### src/rtl/wallace_pkg.sv
// Shared constants and tree-shape helpers for the pipelined Wallace multiplier.
package wallace_pkg;

    localparam int DEF_WIDTH = 16;
    localparam int DEF_TAG_W = 4;
    localparam int LATENCY   = 4;

    // Rows left after one 3:2 level: each full group of three becomes two,
    // leftover rows pass straight through.
    function automatic int next_rows(input int rows);
        return 2 * (rows / 3) + (rows % 3);
    endfunction

    // Number of 3:2 levels needed to bring `width` partial-product rows down to 2.
    function automatic int red_levels(input int width);
        int rows;
        int lvls;
        rows = width;
        lvls = 0;
        while (rows > 2) begin
            rows = next_rows(rows);
            lvls++;
        end
        return lvls;
    endfunction

    // Row count entering tree level `lvl` (level 0 = raw partial products).
    function automatic int rows_at(input int width, input int lvl);
        int rows;
        rows = width;
        for (int i = 0; i < lvl; i++) begin
            rows = next_rows(rows);
        end
        return rows;
    endfunction

endpackage

### src/rtl/csa_row.sv
// One 3:2 carry-save row: a bank of independent full adders with no carry ripple.
module csa_row #(
    parameter int DATA_W = 8
) (
    input  logic [DATA_W-1:0] a,
    input  logic [DATA_W-1:0] b,
    input  logic [DATA_W-1:0] c,
    output logic [DATA_W-1:0] sum,
    output logic [DATA_W-1:0] carry
);

    // Per-bit full adder; carry is left unshifted, the caller aligns it.
    always_comb begin
        sum   = a ^ b ^ c;
        carry = (a & b) | (a & c) | (b & c);
    end

endmodule

### src/rtl/wallace_mult_pipe.sv
// Four-stage pipelined Wallace-tree multiplier, unsigned or Baugh-Wooley signed
// per operation, with a valid/ready handshake and a sideband tag.
module wallace_mult_pipe
    import wallace_pkg::*;
#(
    parameter int WIDTH = DEF_WIDTH,
    parameter int TAG_W = DEF_TAG_W
) (
    input  logic               clk,
    input  logic               rst,
    input  logic               in_valid,
    output logic               in_ready,
    input  logic [WIDTH-1:0]   in_a,
    input  logic [WIDTH-1:0]   in_b,
    input  logic               in_signed,
    input  logic [TAG_W-1:0]   in_tag,
    output logic               out_valid,
    input  logic               out_ready,
    output logic [2*WIDTH-1:0] out_p,
    output logic [TAG_W-1:0]   out_tag,
    output logic               busy
);

    localparam int PW     = 2 * WIDTH;
    localparam int LVLS   = red_levels(WIDTH);
    localparam int HALF   = (LVLS + 1) / 2;
    localparam int ROWS_H = rows_at(WIDTH, HALF);

    logic             stall;
    logic             vld_p1, vld_p2, vld_p3, vld_p4;
    logic [WIDTH-1:0] a_p1, b_p1;
    logic             sgn_p1;
    logic [TAG_W-1:0] tag_p1, tag_p2, tag_p3, tag_p4;
    logic [PW-1:0]    pp [WIDTH];
    logic [PW-1:0]    rows_p2 [ROWS_H];
    logic [PW-1:0]    sum_p3, cry_p3;
    logic [PW-1:0]    prod_p4;

    // The whole pipe freezes only when the output stage is full and unaccepted;
    // any bubble upstream is simply overwritten as data advances.
    assign stall     = vld_p4 & ~out_ready;
    assign in_ready  = ~stall;
    assign out_valid = vld_p4;
    assign out_p     = prod_p4;
    assign out_tag   = tag_p4;
    assign busy      = vld_p1 | vld_p2 | vld_p3 | vld_p4;

    // Stage valid bits; reset discards everything in flight, including any
    // operand presented during the reset cycle.
    always_ff @(posedge clk) begin
        if (rst) begin
            vld_p1 <= 1'b0;
            vld_p2 <= 1'b0;
            vld_p3 <= 1'b0;
            vld_p4 <= 1'b0;
        end else if (!stall) begin
            vld_p1 <= in_valid;
            vld_p2 <= vld_p1;
            vld_p3 <= vld_p2;
            vld_p4 <= vld_p3;
        end
    end

    // ---- S1 -> tree: partial products with Baugh-Wooley signed handling ----
    // In signed mode, terms pairing exactly one sign bit are inverted, and the
    // correction 2^WIDTH + 2^(2*WIDTH-1) is dropped into two bit positions no
    // row otherwise occupies, so no extra row enters the tree.
    always_comb begin
        for (int i = 0; i < WIDTH; i++) begin
            pp[i] = '0;
            for (int j = 0; j < WIDTH; j++) begin
                pp[i][i+j] = (a_p1[j] & b_p1[i])
                           ^ (sgn_p1 & ((i == WIDTH - 1) != (j == WIDTH - 1)));
            end
        end
        pp[0][WIDTH]        = sgn_p1;
        pp[WIDTH-1][PW - 1] = sgn_p1;
    end

    // Carry-save reduction tree; levels below HALF feed S2, the rest feed S3.
    for (genvar k = 0; k < LVLS; k++) begin : g_lvl
        localparam int N_IN  = rows_at(WIDTH, k);
        localparam int N_GRP = N_IN / 3;
        localparam int N_OUT = rows_at(WIDTH, k + 1);

        logic [PW-1:0] src [N_IN];
        logic [PW-1:0] nxt [N_OUT];

        if (k == 0) begin : g_from_pp
            assign src = pp;
        end else if (k == HALF) begin : g_from_p2
            assign src = rows_p2;
        end else begin : g_from_prev
            assign src = g_lvl[k-1].nxt;
        end

        for (genvar g = 0; g < N_GRP; g++) begin : g_csa
            logic [PW-1:0] cy;
            logic          unused_cy_msb;

            csa_row #(.DATA_W(PW)) u_csa (
                .a     (src[3*g]),
                .b     (src[3*g+1]),
                .c     (src[3*g+2]),
                .sum   (nxt[2*g]),
                .carry (cy)
            );

            // Carry weighs one bit more; whatever shifts past the product width is dropped.
            assign nxt[2*g+1]    = {cy[PW-2:0], 1'b0};
            assign unused_cy_msb = cy[PW-1];
        end

        for (genvar r = 0; r < N_IN - 3 * N_GRP; r++) begin : g_pass
            assign nxt[2*N_GRP + r] = src[3*N_GRP + r];
        end
    end

    // S1..S3 datapath registers; no reset needed, validity is tracked separately.
    always_ff @(posedge clk) begin
        if (!stall) begin
            // ---- S1: operands, mode, tag ----
            a_p1    <= in_a;
            b_p1    <= in_b;
            sgn_p1  <= in_signed;
            tag_p1  <= in_tag;
            // ---- S2: rows after the first half of the tree ----
            rows_p2 <= g_lvl[HALF-1].nxt;
            tag_p2  <= tag_p1;
            // ---- S3: final sum/carry pair ----
            sum_p3  <= g_lvl[LVLS-1].nxt[0];
            cry_p3  <= g_lvl[LVLS-1].nxt[1];
            tag_p3  <= tag_p2;
        end
    end

    // ---- S4: carry-propagate add; output registers clear on reset ----
    always_ff @(posedge clk) begin
        if (rst) begin
            prod_p4 <= '0;
            tag_p4  <= '0;
        end else if (!stall) begin
            prod_p4 <= sum_p3 + cry_p3;
            tag_p4  <= tag_p3;
        end
    end

endmodule

### config.mk
export PLATFORM = sky130hd
export DESIGN_NAME = wallace_mult_pipe
export DESIGN_NICKNAME = d
export VERILOG_FILES = /design/src/rtl/wallace_pkg.sv /design/src/rtl/csa_row.sv /design/src/rtl/wallace_mult_pipe.sv
export SDC_FILE = /design/constraint.sdc
export NUM_CORES = 1
export LEC_CHECK = 0
export ABC_AREA = 0
export CAP_MARGIN = 15
export CORE_UTILIZATION = 65
export CTS_CLUSTER_SIZE = 8
export DETAILED_ROUTE_END_ITERATION = 8
export MAX_ROUTING_LAYER = met4
export PLACE_DENSITY = 0.85
export SYNTH_ARGS = -nofsm -noshare
export SYNTH_HDL_FRONTEND = slang
export SYNTH_SLANG_ARGS = --single-unit
### constraint.sdc
create_clock -name clk -period 19.11 [get_ports clk]
set_input_delay 1.911 -clock clk [delete_from_list [all_inputs] [get_ports clk]]
set_output_delay 1.911 -clock clk [all_outputs]
set_load 0.05 [all_outputs]
==> results.cfg <==
[drt]
viasPerCell = 5.85
ant_nets = 0
route.detailed.drc = 0
drt_pass1_iterations = 5
drt_wl_total_mm = 33.5
wl_per_cell_um = 19.5
drtIter0Drc = 926
vias = 10000

[sta]
fmaxAchievable_mhz = 166
rsz0062_at_grt = false
max_slew_margin_pct = 33.8
setup_tns_ns = 0
tightest_slew_ns = 0.992
setup_viol = 0
hold_viol_final = 0
slew_viol_final = 0
skew_ns = 0.0179
final.min_clock_period_ns = 6.01
period_share_pct = 31.4

[finish]
num_antenna_cells = 0
drive_above_1_share_pct = 3.95
finalNetCount = 1690
syn_to_final_growth_pct = 12.8

[logic_synthesis]
syn_inst = 1303
ys_async_sr_fraction_pct = 0
synth.avg_cell_area_um2 = 12.4
synth.area.top_cells = edfxtp_1, fa_1, ha_1
synth_fp_nets = 1621
ys_ff_latch = 259
ys.flop_type = edfxtp_1
yosysTopAreaCellShare_pct = 40.6
synth_top_area_cell = edfxtp_1
yosysUniqueCellTypes = 57
synth_edf_count = 219
synth-warning-count = 0
yosysSeqAreaShare_pct = 45.5
synth_area_mm2 = 0.0162

[floorplanning]
num_io_pins = 80
fp.dieH_um = 160
die_area_mm2 = 0.0256
coreArea_mm2 = 0.0244
initial_utilization_pct = 66.5
fp-row-count = 57
die_w_um = 160

[critical_path]
critical_path_arrival_ns = 4.10
path_max_fanout = 95
critPathKind = input pin to primary output
endpoint_kind = primary output
worstSetupStartpointType = input pin
worstPathRequired_ns = 17.20

[cts]
ctsHtreeMaxLevel = 2
cts_hold_buf = 0
clk_latency_ns = 0.52
post-cts-setup-buffer-count = 0
cts_tree = yes
cts_sinks = 259
cts_buffer_depth = 3
root_buffer = clkbuf_16
cts_buffers = 38
clkTransAtPathRegs_ns = 0.05
postCtsResizedCells = 0

[power]
leakage_nw = 7.88
p_total_mw = 2.70
ir_worst_vdd_mv = 0.0960
powerDensity_mw_per_mm2 = 147

[global_route]
overflow = 0
grt_max_degree = 96
grt_first_pass_wirelength_mm = 54.0
antenna_found_initial = 0
grtUsageTotal_pct = 28.1
grt_pass1_vias = 10400

[place]
dp.final_hpwl_mm = 22.5
gp_congestion = 0.894
io_buffers = 79

[run]
max_cap_violations = 0

[worst_hold_path]
min_path_type = flop to flop

[run_status]
outcome = complete, no violations
## routing by layer
layer  up-vias  global-route usage [%]  wire (um)
li1       4388                       -          -
met4         0                    7.97        807
met3        93                    5.01       2930
met2       527                    45.9      16500
met5         -                       -          0
met1      5023                    36.6      13200
## path summary, 6_finish.rpt
| kind | slack (ns) | end | cells after the start | start |
|---|---|---|---|---|
| max | 13.10 | in_ready | 5 | out_ready |
| min | 0.42 | sum_p3[31] | 0 | g_lvl[3].src[31] |
| max reg2reg | 15.71 | g_lvl[3].src[53] | 5 | out_valid |
| min reg2reg | 0.42 | sum_p3[31] | 0 | g_lvl[3].src[31] |
## report_power, final
| part | leakage [nW] | internal [mW] | total (mW) | switching (mW) |
|---|---|---|---|---|
| registers | 2.74 | 0.856 | 0.951 | 0.0946 |
| clock network | 0.507 | 0.364 | 0.596 | 0.232 |
| logic | 4.64 | 0.481 | 1.15 | 0.668 |
| total | 7.88 | 1.70 | 2.70 | 0.995 |
## area by class of cell
type / instances / area (um^2)
clock buffer: 55 / 1010
clock inverter: 5 / 41.3
fill: 1468 / 6100
inverter: 154 / 586
multi-input combinational: 835 / 8040
sequential: 259 / 7380
tap: 324 / 405
timing repair buffer: 84 / 828
## through the flow
stage | util (%) | hold WS, ns | cells | instance area, um^2 | worst slack, ns
4_1_cts | 75.0 | 0.421 | 1716 | 18300 | 13.10
3_5_place_dp | 70.7 | 0.407 | 1656 | 17200 | 13.11
6_report | 75.0 | 0.417 | 1716 | 18300 | 13.10
5_1_grt | 75.0 | 0.431 | 1716 | 18300 | 13.02
3_3_place_gp | 70.7 | 0.404 | 1656 | 17200 | 13.14
2_1_floorplan | - | 0.400 | 1303 | 16200 | 8.63
## state kept, by name (all words and copies together), names as in the netlist
| register | cells |
|---|---|
| a_p1 | 16 |
| b_p1 | 16 |
| cry_p3 | 25 |
| g_lvl.src | 117 |
| out_p | 32 |
| out_tag | 4 |
| out_valid | 1 |
| sgn_p1 | 1 |
| sum_p3 | 32 |
| tag_p1 | 4 |
| tag_p2 | 4 |
| tag_p3 | 4 |
| vld_p1 | 1 |
| vld_p2 | 1 |
| vld_p3 | 1 |
## cell usage after synthesis, drive strengths merged, types with 4 or more instances
cell    instances
nand3          11
fa            201
xor2            6
and2          118
ha             76
o21a            4
a21o            7
nor2           21
dfxtp          40
buf             4
xnor2          39
edfxtp        219
mux2i           5
a211oi          6
inv           154
a21oi          51
o21ai          14
or3             4
nor3            4
a211o           4
clkbuf         50
nand2         217
## cell usage in the layout, fill, tap and decap left out, types with 3 or more instances in the layout
cell type / instances
buf_4: 5
xor2_1: 6
nor3_1: 4
xnor2_1: 39
a211o_1: 4
o21ai_0: 14
nor2_1: 21
a21o_1: 6
and2_1: 118
clkdlybuf4s50_1: 79
or3_1: 4
nand3_1: 11
dfxtp_1: 40
mux2i_1: 5
clkbuf_1: 17
o21a_1: 4
o21bai_1: 3
clkbuf_16: 38
inv_1: 153
edfxtp_1: 219
nand2_1: 217
ha_1: 76
nand4b_1: 3
a211oi_1: 6
nand4_1: 3
a21oi_1: 51
fa_1: 201
## kinds of logic after synthesis
kind of cell / count (synthesis) / share of synthesized area [%]
and+or+nand+nor: 391 / 11.4
AOI/OAI and AO/OA: 117 / 4.74
DFF: 259 / 45.5
xor gates and xnor gates: 45 / 2.43
adders and majority gates: 277 / 30.7
buffers and inverters: 209 / 4.92
muxes: 5 / 0.309
## worst max-delay path, stage by stage
cell and delay, ns:
clkdlybuf4s50_1 0.47, nor2b_2 0.04, buf_4 0.23, inv_8 0.46, clkdlybuf4s50_1 0.91
Note: power is estimated with default switching activity, not from simulation.
